$ cat src/rtl/cpc_ga_pkg.sv
// -----------------------------------------------------------------------------
// cpc_ga_pkg
//   Shared constants for the CPC gate-array memory sequencer: the phase map of
//   the 16-phase 1 us frame, the gate-array command codes carried in d[7:6] of
//   a port 7Fxx write, the reset screen mode and the CPU slot operation type.
//   No ports (package).
// -----------------------------------------------------------------------------
`timescale 1ns/1ps
package cpc_ga_pkg;

    // Frame phase map. Phases 0-7 hold two video fetches, phases 8-15 one CPU slot.
    localparam logic [3:0] PH_VID0_RAS  = 4'd1;   // first RAS-low phase of a video fetch
    localparam logic [3:0] PH_VID_LAST  = 4'd3;   // last phase of a 4-phase video fetch
    localparam logic [3:0] PH_CPU_START = 4'd8;   // CPU owns the address mux from here
    localparam logic [3:0] PH_CPU_RAS   = 4'd9;   // CPU RAS / ROM / RAM-read window start
    localparam logic [3:0] PH_CAS       = 4'd11;
    localparam logic [3:0] PH_WE        = 4'd12;
    localparam logic [3:0] PH_RDY       = 4'd13;
    localparam logic [3:0] PH_CPU_END   = 4'd14;  // last phase with strobes active
    localparam logic [3:0] PH_REL       = 4'd15;  // WAIT released in this phase

    // Gate-array command codes in d[7:6]; 00/01 (pen/colour) are handled elsewhere.
    localparam logic [1:0] GA_CMD_RMR = 2'b10;
    localparam logic [1:0] GA_CMD_MMR = 2'b11;

    // A15:14 pattern that selects the gate array on an I/O cycle.
    localparam logic [1:0] GA_PORT_A15_14 = 2'b01;

    localparam logic [1:0] RST_SCREEN_MODE = 2'b01;

    typedef enum logic [1:0] {
        SLOT_REFRESH = 2'd0,
        SLOT_READ    = 2'd1,
        SLOT_WRITE   = 2'd2
    } slot_op_e;

    // Inclusive phase-window test.
    function automatic logic ph_in(input logic [3:0] ph,
                                   input logic [3:0] lo,
                                   input logic [3:0] hi);
        return (ph >= lo) && (ph <= hi);
    endfunction

endpackage

$ cat src/rtl/cpc_ga_regs.sv
// -----------------------------------------------------------------------------
// cpc_ga_regs
//   Gate-array I/O register file. Edge-detects a write to port 7Fxx so each
//   OUT updates the registers exactly once, then decodes d[7:6]:
//     RMR (10): screen mode, lower/upper ROM disable, interrupt counter reset
//     MMR (11): 6128 RAM bank (held at 0 when RAM_BANK_EN = 0)
// Ports
//   clk, reset_n      clock, asynchronous active-low reset
//   ga_sel            gate array selected by the current I/O cycle
//   wr_n              Z80 write strobe
//   data_from_cpu     Z80 data bus
//   screen_mode       video mode register
//   lrom_dis,urom_dis lower / upper ROM disable
//   ram_bank          RAM configuration
//   int_ack           one-clock pulse requesting interrupt counter reset
// -----------------------------------------------------------------------------
`timescale 1ns/1ps
module cpc_ga_regs
    import cpc_ga_pkg::*;
#(
    parameter bit RAM_BANK_EN = 1'b1
) (
    input  logic       clk,
    input  logic       reset_n,
    input  logic       ga_sel,
    input  logic       wr_n,
    input  logic [7:0] data_from_cpu,
    output logic [1:0] screen_mode,
    output logic       lrom_dis,
    output logic       urom_dis,
    output logic [2:0] ram_bank,
    output logic       int_ack
);

    logic       ga_wr;
    logic       fire;
    logic       ga_wr_q,       ga_wr_d;
    logic [1:0] screen_mode_q, screen_mode_d;
    logic       lrom_dis_q,    lrom_dis_d;
    logic       urom_dis_q,    urom_dis_d;
    logic [2:0] ram_bank_q,    ram_bank_d;
    logic       int_ack_q,     int_ack_d;
    logic       unused_data_bit;

    assign unused_data_bit = data_from_cpu[5];

    always_comb begin
        ga_wr         = ga_sel && !wr_n;
        // A Z80 OUT holds WR low for several clocks; act only on its first one.
        fire          = ga_wr && !ga_wr_q;
        ga_wr_d       = ga_wr;
        screen_mode_d = screen_mode_q;
        lrom_dis_d    = lrom_dis_q;
        urom_dis_d    = urom_dis_q;
        ram_bank_d    = ram_bank_q;
        int_ack_d     = 1'b0;
        if (fire) begin
            case (data_from_cpu[7:6])
                GA_CMD_RMR: begin
                    screen_mode_d = data_from_cpu[1:0];
                    lrom_dis_d    = data_from_cpu[2];
                    urom_dis_d    = data_from_cpu[3];
                    int_ack_d     = data_from_cpu[4];
                end
                GA_CMD_MMR: begin
                    if (RAM_BANK_EN) begin
                        ram_bank_d = data_from_cpu[2:0];
                    end
                end
                default: begin
                end
            endcase
        end
    end

    always_ff @(posedge clk or negedge reset_n) begin
        if (!reset_n) begin
            ga_wr_q       <= 1'b0;
            screen_mode_q <= RST_SCREEN_MODE;
            lrom_dis_q    <= 1'b0;
            urom_dis_q    <= 1'b0;
            ram_bank_q    <= 3'd0;
            int_ack_q     <= 1'b0;
        end else begin
            ga_wr_q       <= ga_wr_d;
            screen_mode_q <= screen_mode_d;
            lrom_dis_q    <= lrom_dis_d;
            urom_dis_q    <= urom_dis_d;
            ram_bank_q    <= ram_bank_d;
            int_ack_q     <= int_ack_d;
        end
    end

    assign screen_mode = screen_mode_q;
    assign lrom_dis    = lrom_dis_q;
    assign urom_dis    = urom_dis_q;
    assign ram_bank    = ram_bank_q;
    assign int_ack     = int_ack_q;

endmodule

$ cat src/rtl/ga_mem_sequencer.sv
// -----------------------------------------------------------------------------
// ga_mem_sequencer
//   Gate-array memory timing sequencer for the CPC core. A free-running 4-bit
//   phase counter splits each 1 us frame into two video fetches (phases 0-7)
//   and one CPU slot (phases 8-15). All DRAM/ROM strobes are registered and
//   decoded from the next phase so they change cleanly on the clock edge.
//   Z80 WAIT is held until the CPU slot that services the access ends.
// Ports
//   clk, reset_n                 16 MHz clock, asynchronous active-low reset
//   cpu_addr, data_from_cpu      Z80 address / data out
//   mreq_n, iorq_n, rd_n, wr_n   Z80 strobes
//   cpu_wait_n                   Z80 WAIT
//   phase, vram_lsb              frame phase, video byte address LSB
//   ras_n, cas_n, mwe_n          DRAM strobes to the memory manager
//   cpu_n                        0 = CPU owns the RAM address mux
//   ready                        latch enable for CPU read data
//   romen_n, ramrd_n, en244_n    ROM select, RAM read, GA data transceiver
//   ram_bank, screen_mode        6128 RAM configuration, video mode
//   int_ack                      interrupt counter reset pulse
// -----------------------------------------------------------------------------
`timescale 1ns/1ps
module ga_mem_sequencer
    import cpc_ga_pkg::*;
#(
    parameter bit VIDEO_EN    = 1'b1,
    parameter bit RAM_BANK_EN = 1'b1
) (
    input  logic        clk,
    input  logic        reset_n,
    input  logic [15:0] cpu_addr,
    input  logic [7:0]  data_from_cpu,
    input  logic        mreq_n,
    input  logic        iorq_n,
    input  logic        rd_n,
    input  logic        wr_n,
    output logic        cpu_wait_n,
    output logic [3:0]  phase,
    output logic        vram_lsb,
    output logic        ras_n,
    output logic        cas_n,
    output logic        mwe_n,
    output logic        cpu_n,
    output logic        ready,
    output logic        romen_n,
    output logic        ramrd_n,
    output logic        en244_n,
    output logic [2:0]  ram_bank,
    output logic [1:0]  screen_mode,
    output logic        int_ack
);

    logic [3:0] phase_q,   phase_d;
    logic       pending_q, pending_d;
    logic       served_q,  served_d;
    logic       wait_n_q,  wait_n_d;
    logic       ras_n_q,   ras_n_d;
    logic       cas_n_q,   cas_n_d;
    logic       mwe_n_q,   mwe_n_d;
    logic       cpu_n_q,   cpu_n_d;
    logic       ready_q,   ready_d;
    logic       romen_n_q, romen_n_d;
    logic       ramrd_n_q, ramrd_n_d;

    logic       ga_sel;
    logic       lrom_dis;
    logic       urom_dis;
    logic       rom_sel;
    slot_op_e   slot_op;
    logic       unused_addr_bits;

    assign unused_addr_bits = ^cpu_addr[13:0];

    // Purely combinational from the Z80 strobes so the transceiver follows IORQ.
    assign ga_sel  = !iorq_n && (cpu_addr[15:14] == GA_PORT_A15_14);
    assign en244_n = !ga_sel;

    cpc_ga_regs #(
        .RAM_BANK_EN (RAM_BANK_EN)
    ) u_regs (
        .clk           (clk),
        .reset_n       (reset_n),
        .ga_sel        (ga_sel),
        .wr_n          (wr_n),
        .data_from_cpu (data_from_cpu),
        .screen_mode   (screen_mode),
        .lrom_dis      (lrom_dis),
        .urom_dis      (urom_dis),
        .ram_bank      (ram_bank),
        .int_ack       (int_ack)
    );

    always_comb begin
        phase_d = phase_q + 4'd1;

        if (!wr_n) begin
            slot_op = SLOT_WRITE;
        end else if (!rd_n) begin
            slot_op = SLOT_READ;
        end else begin
            slot_op = SLOT_REFRESH;
        end

        rom_sel = ((cpu_addr[15:14] == 2'b00) && !lrom_dis) ||
                  ((cpu_addr[15:14] == 2'b11) && !urom_dis);

        // The slot is claimed at the 7->8 boundary; a request arriving later waits a frame.
        pending_d = pending_q;
        if (phase_q == PH_CPU_START - 4'd1) begin
            pending_d = !mreq_n && !served_q;
        end else if (phase_q == PH_REL) begin
            pending_d = 1'b0;
        end

        // served keeps a still-asserted MREQ from being serviced twice.
        served_d = served_q;
        if (mreq_n) begin
            served_d = 1'b0;
        end else if (pending_q && (phase_q == PH_CPU_END)) begin
            served_d = 1'b1;
        end

        wait_n_d  = mreq_n || served_d;

        ras_n_d   = 1'b1;
        cas_n_d   = 1'b1;
        mwe_n_d   = 1'b1;
        cpu_n_d   = 1'b1;
        ready_d   = 1'b0;
        romen_n_d = 1'b1;
        ramrd_n_d = 1'b1;

        if (!phase_d[3]) begin
            // Two identical 4-phase video fetches: RAS in phases 1-3, CAS in 2-3.
            if (VIDEO_EN) begin
                ras_n_d = !ph_in({2'b00, phase_d[1:0]}, PH_VID0_RAS, PH_VID_LAST);
                cas_n_d = !phase_d[1];
            end
        end else begin
            cpu_n_d = 1'b0;
            if (pending_q) begin
                ras_n_d = !ph_in(phase_d, PH_CPU_RAS, PH_CPU_END);
                if (slot_op != SLOT_REFRESH) begin
                    cas_n_d = !ph_in(phase_d, PH_CAS, PH_CPU_END);
                    ready_d = ph_in(phase_d, PH_RDY, PH_CPU_END);
                end
                // Writes go to RAM even where a ROM is mapped for reads.
                if (slot_op == SLOT_WRITE) begin
                    mwe_n_d = !ph_in(phase_d, PH_WE, PH_RDY);
                end
                if (slot_op == SLOT_READ) begin
                    if (rom_sel) begin
                        romen_n_d = !ph_in(phase_d, PH_CPU_RAS, PH_CPU_END);
                    end else begin
                        ramrd_n_d = !ph_in(phase_d, PH_CPU_RAS, PH_CPU_END);
                    end
                end
            end
        end
    end

    always_ff @(posedge clk or negedge reset_n) begin
        if (!reset_n) begin
            phase_q   <= 4'd0;
            pending_q <= 1'b0;
            served_q  <= 1'b0;
            wait_n_q  <= 1'b1;
            ras_n_q   <= 1'b1;
            cas_n_q   <= 1'b1;
            mwe_n_q   <= 1'b1;
            cpu_n_q   <= 1'b1;
            ready_q   <= 1'b0;
            romen_n_q <= 1'b1;
            ramrd_n_q <= 1'b1;
        end else begin
            phase_q   <= phase_d;
            pending_q <= pending_d;
            served_q  <= served_d;
            wait_n_q  <= wait_n_d;
            ras_n_q   <= ras_n_d;
            cas_n_q   <= cas_n_d;
            mwe_n_q   <= mwe_n_d;
            cpu_n_q   <= cpu_n_d;
            ready_q   <= ready_d;
            romen_n_q <= romen_n_d;
            ramrd_n_q <= ramrd_n_d;
        end
    end

    assign phase      = phase_q;
    assign vram_lsb   = phase_q[2] && !phase_q[3];
    assign cpu_wait_n = wait_n_q;
    assign ras_n      = ras_n_q;
    assign cas_n      = cas_n_q;
    assign mwe_n      = mwe_n_q;
    assign cpu_n      = cpu_n_q;
    assign ready      = ready_q;
    assign romen_n    = romen_n_q;
    assign ramrd_n    = ramrd_n_q;

endmodule

$ cat config.mk
export PLATFORM = sky130hd
export DESIGN_NAME = ga_mem_sequencer
export DESIGN_NICKNAME = d
export VERILOG_FILES = /design/src/rtl/cpc_ga_pkg.sv /design/src/rtl/cpc_ga_regs.sv /design/src/rtl/ga_mem_sequencer.sv
export SDC_FILE = /design/constraint.sdc
export NUM_CORES = 1
export LEC_CHECK = 0
export BUFFER_PORTS_ARGS = -buffer_cell sky130_fd_sc_hd__buf_4
export CAP_MARGIN = 20
export CORE_ASPECT_RATIO = 1.5
export CORE_MARGIN = 2
export CORE_UTILIZATION = 40
export CTS_CLUSTER_DIAMETER = 80
export DETAILED_ROUTE_END_ITERATION = 6
export PLACE_DENSITY_LB_ADDON = 0.2
export SLEW_MARGIN = 40
export SYNTH_ARGS = -nofsm -noshare
export SYNTH_HDL_FRONTEND = slang
export SYNTH_SLANG_ARGS = --single-unit
$ cat constraint.sdc
create_clock -name clk -period 1.3 [get_ports clk]
set_input_delay 0.195 -clock clk [delete_from_list [all_inputs] [get_ports clk]]
set_output_delay 0.195 -clock clk [all_outputs]
set_load 0.02 [all_outputs]
==> results of run 1 <==
==> power by group through the flow <==
stage | clock, mW | combinational, mW | sequential [mW]
2_1_floorplan | 0 | 0.0766 | 0.843
3_3_place_gp | 0 | 0.235 | 0.803
3_5_place_dp | 0 | 0.237 | 0.807
4_1_cts | 0.342 | 0.241 | 0.794
5_1_grt | 0.385 | 0.258 | 0.799
6_report | 0.338 | 0.239 | 0.793
==> area by class of cell <==
cell class,count,area [µm²]
Fill cell,194,860.8
Sequential cell,23,589.3
Multi-Input combinational cell,50,509.2
Timing Repair Buffer,52,407.9
Tap cell,24,30.03
Inverter,6,25.02
Clock buffer,3,22.52
Clock inverter,1,5.005
==> through the flow <==
step,setup TNS (ns),hold WS (ns)
6_report,-0.2955,0.03957
3_3_place_gp,-1.150,0.09917
5_1_grt,-0.7588,0.01588
2_1_floorplan,-0.4292,-0.1006
3_5_place_dp,-1.420,0.1036
4_1_cts,-0.2942,0.03788
==> final timing paths <==
path                                                   to  cells past startpoint
max                                       cas_n$_DFF_PN1_                      6
min                                    served_q$_DFF_PN0_                      2
max reg2reg                               cas_n$_DFF_PN1_                      6
min reg2reg                         pending_q$_DFFE_PN0P_                      1
max in group asynchronous                 mwe_n$_DFF_PN1_                      2
min in group asynchronous  u_regs.ram_bank[1]$_DFFE_PN0P_                      2
==> logic make-up after synthesis <==
| family | count (synthesis) |
|---|---|
| DFF | 23 |
| buffers and inverters | 7 |
| muxes | 7 |
| adders and majority gates | 3 |
| and+or+nand+nor | 27 |
| AOI/OAI and AO/OA | 10 |
| xor gates and xnor gates | 3 |
==> cells in the final DEF (no fill, tap or decap), drive strengths merged, types with 2 or more instances in the layout <==
cell type / synthesis / routed
ha: 3 / 3
nor2: 5 / 5
mux2: 7 / 7
a21oi: 3 / 3
inv: 6 / 6
xnor2: 2 / 2
nand4b: 2 / 2
nand2: 5 / 5
and2: 2 / 2
nand4: 2 / 2
dfrtp: 15 / 15
nand3b: 2 / 2
dfstp: 8 / 8
clkbuf: 0 / 3
nor3: 2 / 2
o21ai: 2 / 2
buf: 1 / 51
nor2b: 2 / 2
==> per-layer routing <==
| layer | global-route usage (%) | up-vias |
|---|---|---|
| met5 | 0 | - |
| met4 | 8.824 | 0 |
| met3 | 2.459 | 5 |
| met2 | 33.57 | 22 |
| met1 | 19.37 | 378 |
| li1 | - | 385 |
==> timing repair <==
action / CTS / global route
hold buffers: 1 / 0
endpoints found under the setup margin: 7 / 9
pin swaps: 1 / 5
gates cloned: 0 / 0
setup buffers: 4 / 2
hold endpoints to repair: 15 / 0
gates resized for setup: 7 / 8
==> results, run 1 <==
- The residual DRC count is 0.
- The routed length on met3 is 100 µm.
- The max-cap violation count is 0.
- Total power for the finished layout comes to 1.370 mW.
- The number of warnings printed during yosys synthesis is 0.
- Setup violations remaining at the end of the flow were counted as 6.
- The worst path required time is 1.55 ns.
- The total of flip-flops plus latches after synthesis is 23.
- The cell row count is 22.
- The portion of the post-synthesis area used by sequential elements is 57.21%.
- The final wirelength is 2360 µm.
- The class of the tightest hold or removal check is primary input to flop.
- Across all register-to-register paths, the minimum setup slack is -0.1 ns.
- Measured along the x axis, the die boundary spans 45.30 µm.
- For this design, the slowest cell found on the critical path is dfrtp_2.
- The cell family with the largest share of critical-path delay is flip-flops.
- The clock tree from TritonCTS is built.
- The worst pin sits at a relative slew slack of 80.39%.
- The area fraction in and, or, nand and nor cells after synthesis is 17.48%.
- By count the netlist is led by dfrtp_1, dfstp_2, inv_1, nand2_1.
- The adder-cell area share of the yosys netlist is 3.667%.
- For this design the static power due to leakage is 0.7635 nW.
- The portion of netlist area occupied by mux cells is 9.169%.
- In the final routing, the length of wire on met1 measures 876 µm.
- The area of the mapped netlist is 0.001023 mm².
- The minimum setup slack after placement is -0.2211 ns.
- The share of flip-flops with an asynchronous set or reset after synthesis is 100.0%.
- The most used flip-flop cell after synthesis is dfrtp_1.
- The number of DRC markers after the initial detailed-route iteration is 18.
- The clock input transition at the sequential cells of the worst setup and hold paths is 0.13 ns.
- The detailed-route via count is 790.
- The final instance area is 0.001589 mm².
- The part of the total power dissipated in combinational logic is 17.4%.
- The launch point of the worst hold path is mreq_n.
- The count of endpoints failing hold in the final timing report is 0.
- The initial utilization of the core area, before any placement, comes to 41.78%.
- In this run the number of H-tree levels came out at 1.
- IR analysis of the VDD net gives a maximum drop of 0.5550 mV.
- The initial antenna violation count is 0.
- The TritonCTS buffer count is 3.
- Data on the critical path arrives at its endpoint at 1.65 ns.
- The final cycle utilization of the critical path is 107.6%.
- The XOR/XNOR share of the synthesized area is 3.301%.
- The total routing resource utilization after global routing is 18.28%.
- The net count of the mapped netlist is 113.
- The fraction of power spent switching nets is 25.93%.
- The flow ran to the end, but the final reports show violations.
- The congestion estimate from routability-driven global placement came to 0.8317.
- The die is 65.95 µm tall.
- The top routing layer in use is met4.
- The latest clock arrival within the worst-skew pair is 0.32 ns.
- By area, the combinational part of the netlist is dominated by simple AND/OR/NAND/NOR gates.
- The count of nets left with antenna violations once routing finished came out at 0.
- The most common cell in the synthesized netlist is dfrtp_1.
- The checks that failed: negative setup slack.
- For this run, the top clock speed supported by timing is 714.8 MHz.
- The start point of the critical path is phase[0]$_DFF_PN0_.
- The maximum clock skew at final layout is 0.003384 ns.
- The area share of the largest cell type after synthesis is 36.67%.
- The share of total power in sequential cells is 57.9%.
- For this run, the share of the core covered by cells in the final layout is 64.86%.
- The count of flip-flops with a built-in enable after synthesis is 0.
- Using the TritonRoute via totals, the vias-per-cell ratio works out to 4.969.
- The register with the most flip-flops in the layout has 4 of them.
- The netlist uses 32 different library cells.
- The number of buffer cells added on primary ports is 34.
- The category of the most critical setup path is flop to flop.
- Of all cell types, the one taking the most synthesized area is dfrtp_1.
- Traced cell by cell, the critical path runs through ha_4, xor2_4, buf_4, o21ai_2, nor3_2, a21oi_1.
- The core box area is 0.002450 mm².
- The post-synthesis average cell area is 12.79 µm².
- The area enclosed by the die boundary is 0.002988 mm².
- Compared with the post-synthesis result, the final layout area differs by 55.26%.
- The total buffers and inverters traversed by the critical path is 1.
- The number of buffers on the longest clock path is 2.
- The largest net degree at the start of global routing is 24.
- In the post-synthesis netlist, the biggest area contributors are dfrtp_1, dfstp_2, mux2_4.
- The cell count after synthesis is 80.
- The worst register-to-register path begins at phase[0]$_DFF_PN0_.
- Setup repair after global routing could not meet its margin everywhere.
- The net load switching power is 0.3552 mW.
- The worst setup path is launched from a flop.
- The wire length on met2 is 1334 µm.
- Clock tree synthesis selected as its root buffer the cell clkbuf_4.
- The transition time at the pin with the least slew margin is 0.2941 ns.
- The ratio of total power to cell area is 862.0 mW/mm².
- After layout, the minimum clock period comes to 1.399 ns.
- The internal power is 1.015 mW.
- The final worst-path setup slack is -0.09903 ns.
- In the final routed layout, each cell accounts on average for 14.84 µm.
- The first global-routing pass estimated 3919 µm of wire.
- The half-perimeter wire length after placement is 1701 µm.
- The pre-antenna-repair detailed-routing pass consisted of 3 iterations.
- The biggest fanout along the worst timing path is 5.
- The tree built by TritonCTS fans out to 23 sinks.
- The via count of the first global-routing pass is 903.
- After the flow finishes, the layout carries non-filler instances totaling 159.
- Of the cells placed in the final design, the portion with a size suffix greater than 1 is 67.41%.
- Summing the areas of all compound-gate instances in the mapped netlist gives 6.479% of the synthesized area.
- In this run the cell area measured after placement is 0.001433 mm².
- Global routing finished with a remaining overflow of 0.
- The endpoint kind of the worst setup timing path is a flop.
- The net count of the finished layout is 169.
- In this run the count of I/O pins placed on the die edge is 50.
- The number of antenna diodes in the final layout is 0.
- The stage delay of the slowest cell on the critical path is 0.47 ns.
- The number of max-slew violations in the final report is 0.
- The portion of total power attributed to the clock network is 24.7%.
- The cell total after placement is 148.
Note: power is estimated with default switching activity, not from simulation.
==> run 2: changes to the inputs <==
--- a/config.mk
+++ b/config.mk
@@ -9,10 +9,11 @@
 export CAP_MARGIN = 20
 export CORE_ASPECT_RATIO = 1.5
 export CORE_MARGIN = 2
-export CORE_UTILIZATION = 40
+export CORE_UTILIZATION = 30
 export CTS_CLUSTER_DIAMETER = 80
 export DETAILED_ROUTE_END_ITERATION = 6
 export PLACE_DENSITY_LB_ADDON = 0.2
+export RECOVER_POWER = 25
 export SLEW_MARGIN = 40
 export SYNTH_ARGS = -nofsm -noshare
 export SYNTH_HDL_FRONTEND = slang
==> run 2 against run 1 <==
The flow still finishes with violations (negative setup slack). Total power grew 5.9%. Flip-flop and latch count unchanged. Clock skew is 0.0018 ns lower. Wire length shrank 3.6%. Clock-buffer cell count grew 1. Core utilization down 15 points. Combinational power barely moved. Critical path depth down 1. Via count grew 4.3%. Cell area rose by 4.6%. Critical endpoint is now u_regs.ram_bank[2]$_DFFE_PN0P_.
==> results, run 2 (synthesis gave the netlist of run 1 again) <==
- The flow ran to the end, but the final reports show violations.
- The final reports fail on negative setup slack.
- The clock tree from TritonCTS is built.
- The residual DRC count is 0.
- The minimum clock period is 1.389 ns.
- On the worst path, the slowest cell contributes a delay of 0.39 ns.
- The max-cap violation count is 0.
- The worst-case IR drop observed on VDD is 0.3545 mV.
- The number of filler instances in the final layout is 310.
- The count of nets left with antenna violations once routing finished came out at 0.
- The first global-routing pass estimated 3746 µm of wire.
- The number of max-slew violations in the final report was 0.
- Measured along the x axis, the die boundary spans 51.69 µm.
- The biggest fanout along the worst timing path is 3.
- From synthesis to final layout, the design area changed by 62.47%.
- The data arrival time of the worst path is 1.53 ns.
- The initial antenna violation count is 0.
- The detailed-route via count is 824.
- The total routing resource utilization after global routing is 12.86%.
- The final non-filler cell total is 180.
- The TritonCTS buffer count is 3.
- The slowest cell on the critical path is or3b_4.
- The endpoint kind of the worst setup timing path is a flop.
- The cell row count is 26.
- The number of diodes added for antenna fixing is 0.
- Counting instances, the worst hold path has a depth of 2.
- The initial cell density of the core is 30.55%.
- The register with the most flip-flops in the layout has 4 of them.
- The die is 75.54 µm tall.
- The number of DRC markers after the initial detailed-route iteration is 11.
- The aggregate global routing overflow is 0.
- The static leakage is 0.7873 nW.
- Setup repair after global routing could not meet its margin everywhere.
- The maximum clock frequency is 720.0 MHz.
- 50 I/O pins were placed.
- The core box area is 0.003351 mm².
- Leaving out fill and tap cells, the most frequent cells in the layout are buf_4, dfrtp_1, dfstp_2, buf_6.
- The largest net degree at the start of global routing is 24.
- The number of buffer cells added on primary ports is 34.
- The tree is rooted in a clkbuf_8.
- The maximum clock skew at final layout is 0.001570 ns.
- The final cycle utilization of the critical path is 106.8%.
- Hold is met by 0.1062 ns.
- The worst path required time is 1.44 ns.
- Setup violations remaining at the end of the flow were counted as 8.
- For hold timing, the worst endpoint is served_q$_DFF_PN0_.
- Clock-pin slew was measured on the worst setup and hold paths at 0.07 ns.
- The die covers 0.003904 mm².
- The launch point of the worst hold path is mreq_n.
- The number of nets at the end of the flow is 172.
- The worst register-to-register path ends at cas_n$_DFF_PN1_.
- The final worst-path setup slack is -0.08884 ns.
- Using the TritonRoute via totals, the vias-per-cell ratio works out to 4.578.
- The reg-to-reg critical path startpoint is phase[0]$_DFF_PN0_.
- The number of buffers on the longest clock path is 2.
- The via count of the first global-routing pass was 871.
- Counting cells, the worst reg-to-reg path comes to 5.
- After detailed placement, the design holds a cell count of 169.
- The final wirelength is 2275 µm.
- The setup TNS after final layout is -0.4633 ns.
- Measured against its own limit, the worst slew margin works out to 62.39%.
- Leaving out fill and tap cells, the most frequent cell in the layout is buf_4.
- The half-perimeter wire length after placement is 1709 µm.
- The later pin in the worst-skew pair is clocked with a latency of 0.25 ns.
- The routed wire length per instance is 12.64 µm.
- Once layout is complete, the utilization of the core stands at 49.63%.
- Routability-driven placement finished with a final weighted congestion of 0.8147.
- The class of the tightest hold or removal check is primary input to flop.
- The category of the most critical setup path is primary input to flop.
- The count of endpoints failing hold in the final timing report came to 0.
- The number of H-tree levels is 1.
- The signal on the critical path passes through buf_4, or3b_4, nor2_1, and3_4, mux2_2.
- The number of optimization iterations in the first detailed-route pass is 2.
- The fraction of layout cells with a size suffix above 1 is 66.67%.
- The count of clock tree sinks is 23.
- At the pin with the least slew margin, the transition time is 0.5642 ns.
- Power spread over the standard cell area amounts to 872.0 mW/mm².
- The worst register-to-register path has a setup slack of -0.06 ns.
- STA classifies the critical path startpoint as a primary input.
-- run 2: where the power goes --
part	switching (mW)	internal, mW	leakage (nW)	total, mW
sequential	0.0229	0.768	0.278	0.791
combinational	0.106	0.130	0.487	0.237
clock	0.205	0.218	0.0228	0.423
total	0.334	1.12	0.787	1.45
-- run 2: worst max-delay path: cells and delay by family --
kind | cells | cell delay (ns)
buffers and inverters | 1 | 0.11
multiplexers | 1 | 0.33
AND/OR/NAND/NOR | 3 | 0.90
-- run 2: routing by layer --
metal / share of wire, % / up-vias / track usage [%]
met1: 39 / 400 / 14.90
met4: 0 / 0 / 4.386
met2: 53 / 29 / 23.22
met3: 7.6 / 0 / 2.941
li1: - / 395 / -
met5: 0 / - / 0
-- run 2: stage by stage --
step                      setup slack, ns  power, mW  cell area [µm²]
after floorplan                   -0.1082     0.9193             1070
after global placement            -0.2028      1.039             1478
after detailed placement          -0.2269      1.045             1478
after CTS                        -0.06111      1.489             1610
after global routing              -0.1144      1.543             1663
final                            -0.08884      1.450             1663
-- run 2: worst max path at each step --
stage | from | end | cells after the start
final | cpu_addr[15] | u_regs.ram_bank[2]$_DFFE_PN0P_ | 5
after floorplan | cpu_addr[15] | u_regs.ram_bank[0]$_DFFE_PN0P_ | 4
after global routing | phase[0]$_DFF_PN0_ | cas_n$_DFF_PN1_ | 5
after global placement | cpu_addr[15] | u_regs.ram_bank[0]$_DFFE_PN0P_ | 5
after detailed placement | cpu_addr[15] | u_regs.ram_bank[2]$_DFFE_PN0P_ | 5
after CTS | phase[2]$_DFF_PN0_ | vram_lsb | 3
-- run 2: layout make-up --
| cell class | instances | area (µm²) | area share (%) |
|---|---|---|---|
| clock buffer | 4 | 45.04 | 2.709 |
| tap | 42 | 52.55 | 3.160 |
| timing repair buffer | 55 | 435.4 | 26.19 |
| sequential | 23 | 589.3 | 35.44 |
| multi-input combinational | 50 | 515.5 | 31.00 |
| inverter | 6 | 25.02 | 1.505 |
-- run 2: what timing repair did --
item | in CTS | in global routing
gates resized for setup | 9 | 11
hold buffers | 1 | 0
hold endpoints to repair | 15 | 0
endpoints found under the setup margin | 7 | 13
setup buffers | 4 | 2
pin swaps | 5 | 2
gates cloned | 0 | 0
==> run 3: changes to the inputs <==
==> constraint.sdc (replaced) <==
create_clock -name clk -period 1.49 [get_ports clk]
set_input_delay 0.2235 -clock clk [delete_from_list [all_inputs] [get_ports clk]]
set_output_delay 0.2235 -clock clk [all_outputs]
set_load 0.02 [all_outputs]
==> run 3 against run 2 <==
Combinational power down 12%. The flow now finishes without violations. Sequential share of layout area up 2.9 points. Largest cell class unchanged. Total power down 12%. Cell count down 3.9%. Critical path depth unchanged. Worst hold slack better by 0.019 ns. Critical endpoint is now cas_n$_DFF_PN1_. Cell area down 7.8%. Die area unchanged. First-iteration DRC count down 36%.
==> results, run 3 (synthesis gave the netlist of run 1 again) <==
- The area enclosed by the die boundary is 0.003904 mm².
- The floorplan die width is 51.69 µm.
- The region available for standard cell placement spans 0.003351 mm².
- The number of diodes added for antenna fixing is 0.
- The longest clock path from root to sink contains 2 buffers.
- The count of clock tree sinks is 23.
- After layout, the worst setup slack is 0.06673 ns.
- CTS built an H-tree with a depth of 1.
- After detailed routing, the number of remaining DRC violations is 0.
- The initial cell density of the core is 30.55%.
- Setup violations remaining at the end of the flow were counted as 0.
- Clock-pin slew was measured on the worst setup and hold paths at 0.08 ns.
- The flow ran to the end, and the final reports show no timing, DRC or antenna violations.
- After detailed routing, the total wire length is 2235 µm.
- At the worst endpoint, the arrival time is 1.61 ns.
- The endpoint kind of the worst setup timing path is a flop.
- The analysis attributes to cell leakage a power of 0.7457 nW.
- The maximum clock skew at final layout is 0.003471 ns.
- Timing would allow up to 702.6 MHz.
- The critical path goes through inv_1, ha_1, a41o_1, nor3_2, a21oi_1.
- The min-delay analysis places its worst path in the category primary input to flop.
- The cell area reported after detailed placement is 0.001411 mm².
- The minimum clock period is 1.423 ns.
- Among all stages on the critical path, the largest delay is contributed by dfrtp_2.
- The number of nets with antenna violations after detailed routing is 0.
- The wire length of the first global-routing pass is 3643 µm.
- Leaving out fill and tap cells, the most frequent cells in the layout are buf_4, dfrtp_1, dfstp_2, inv_1, nand2_1.
- After detailed routing, the number of vias per cell comes to 4.578.
- The count of endpoints failing hold in the final timing report is 0.
- The number of nets at the end of the flow is 165.
- For this block, the initial DRC count from the detailed router was 7.
- The biggest fanout along the worst timing path is 4.
- For this run, the slowest stage of the critical path takes 0.39 ns.
- The ratio of total power to cell area is 831.5 mW/mm².
- At the placement stage, the worst setup path has a slack of -0.07497 ns.
- The via count of the first global-routing pass is 848.
- The worst vdd rail ir drop is 0.4438 mV.
- Together, buffers and inverters on the worst path number 1.
- The number of buffer cells added on primary ports is 34.
- The routed wire length per instance is 12.92 µm.
- At the worst endpoint, the required time is 1.67 ns.
- The worst setup path is of the flop to flop kind.
- After legalization and detailed placement, the total HPWL measured 1725 µm.
- In this run, CTS created clock tree buffers numbering 3.
- The register-to-register setup slack is 0.07 ns.
- The cell family with the largest share of critical-path delay is flip-flops.
- The initialized floorplan defines 26 standard-cell rows.
- The placer's final routability congestion estimate is 0.9022.
- The type of origin of the critical path is a flop.
- The max-cap violation count is 0.
- TritonCTS built the clock tree.
- Counting tap cells, the placed design contains a total of 166 instances.
- The total routing resource utilization after global routing is 12.47%.
- The number of top-level pins is 50.
- The number of optimization iterations in the first detailed-route pass is 3.
- The latest clock arrival within the worst-skew pair is 0.26 ns.
- The fraction of layout cells with a size suffix above 1 is 61.83%.
- The library cell used most frequently in the layout, excluding fill and tap cells, is buf_4.
- The total power after layout is 1.274 mW.
- The register with the most flip-flops in the layout has 4 of them.
- The aggregate global routing overflow is 0.
- The largest net degree at the start of global routing is 24.
- The final cycle utilization of the critical path is 95.52%.
- At the pin with the least slew margin, the transition time is 0.5721 ns.
- The final non-filler cell total is 173.
- Summing over every cut layer, the via total after detailed routing is 792.
- In this run the tightest slew margin relative to its limit is 61.86%.
- The initial antenna violation count was 0.
- From synthesis to final layout, the design area changed by 49.76%.
- Setup total negative slack on the finished layout was measured at 0 ns.
- The number of max-slew violations in the final report is 0.
- The clock root buffer is clkbuf_8.
- From bottom edge to top edge, the die measures 75.54 µm.
- With fillers left out, the area of the finished cells amounts to 0.001533 mm².
==> run 3: where the power goes <==
| part | total, mW | internal, mW | leakage, nW | switching, mW |
|---|---|---|---|---|
| registers | 0.690 | 0.670 | 0.280 | 0.0207 |
| logic | 0.209 | 0.115 | 0.441 | 0.0942 |
| clock network | 0.375 | 0.186 | 0.0255 | 0.189 |
| total | 1.27 | 0.970 | 0.746 | 0.304 |
==> run 3: stage by stage <==
| stage | utilization [%] | hold slack [ns] |
|---|---|---|
| floorplan | - | -0.07209 |
| global placement | 42.12 | 0.1332 |
| detailed placement | 42.12 | 0.1421 |
| CTS | 44.40 | 0.1162 |
| global route | 45.74 | 0.1408 |
| finish | 45.74 | 0.1253 |
==> run 3: layer usage <==
layer  global-route usage (%)  part of all wire, %  routed length [µm]  vias up
met4                    5.263                 0.85                  19        0
li1                         -                    -                   -      381
met5                        0                    0                   0        -
met2                    23.08                   54                1214       27
met1                    13.82                   38                 853      382
met3                    2.353                  6.7                 149        2
==> run 3: timing repair <==
action                     CTS  global route
resized for setup            3             7
hold endpoints to repair    15             0
buffers inserted             0             2
pin swaps                    0             3
hold buffers                 1             0
setup endpoints to repair    4             2
==> run 3: final timing paths <==
path / startpoint / endpoint / cells after the start
worst max-delay path: phase[0]$_DFF_PN0_ / cas_n$_DFF_PN1_ / 5
worst min-delay path: mreq_n / served_q$_DFF_PN0_ / 2
worst max register to register: phase[0]$_DFF_PN0_ / cas_n$_DFF_PN1_ / 5
worst min register to register: served_q$_DFF_PN0_ / pending_q$_DFFE_PN0P_ / 1
max in group asynchronous: reset_n / phase[0]$_DFF_PN0_ / 2
min in group asynchronous: reset_n / u_regs.ram_bank[2]$_DFFE_PN0P_ / 2
==> run 3: area by class of cell <==
type                    count  area, µm²
clock buffers               3      41.29
clock inverters             1      5.005
fillers                   319       1818
inverters                   6      22.52
multi-input cells          50      462.9
flip-flops and latches     23      588.1
well taps                  42      52.55
repair buffers             48      360.3
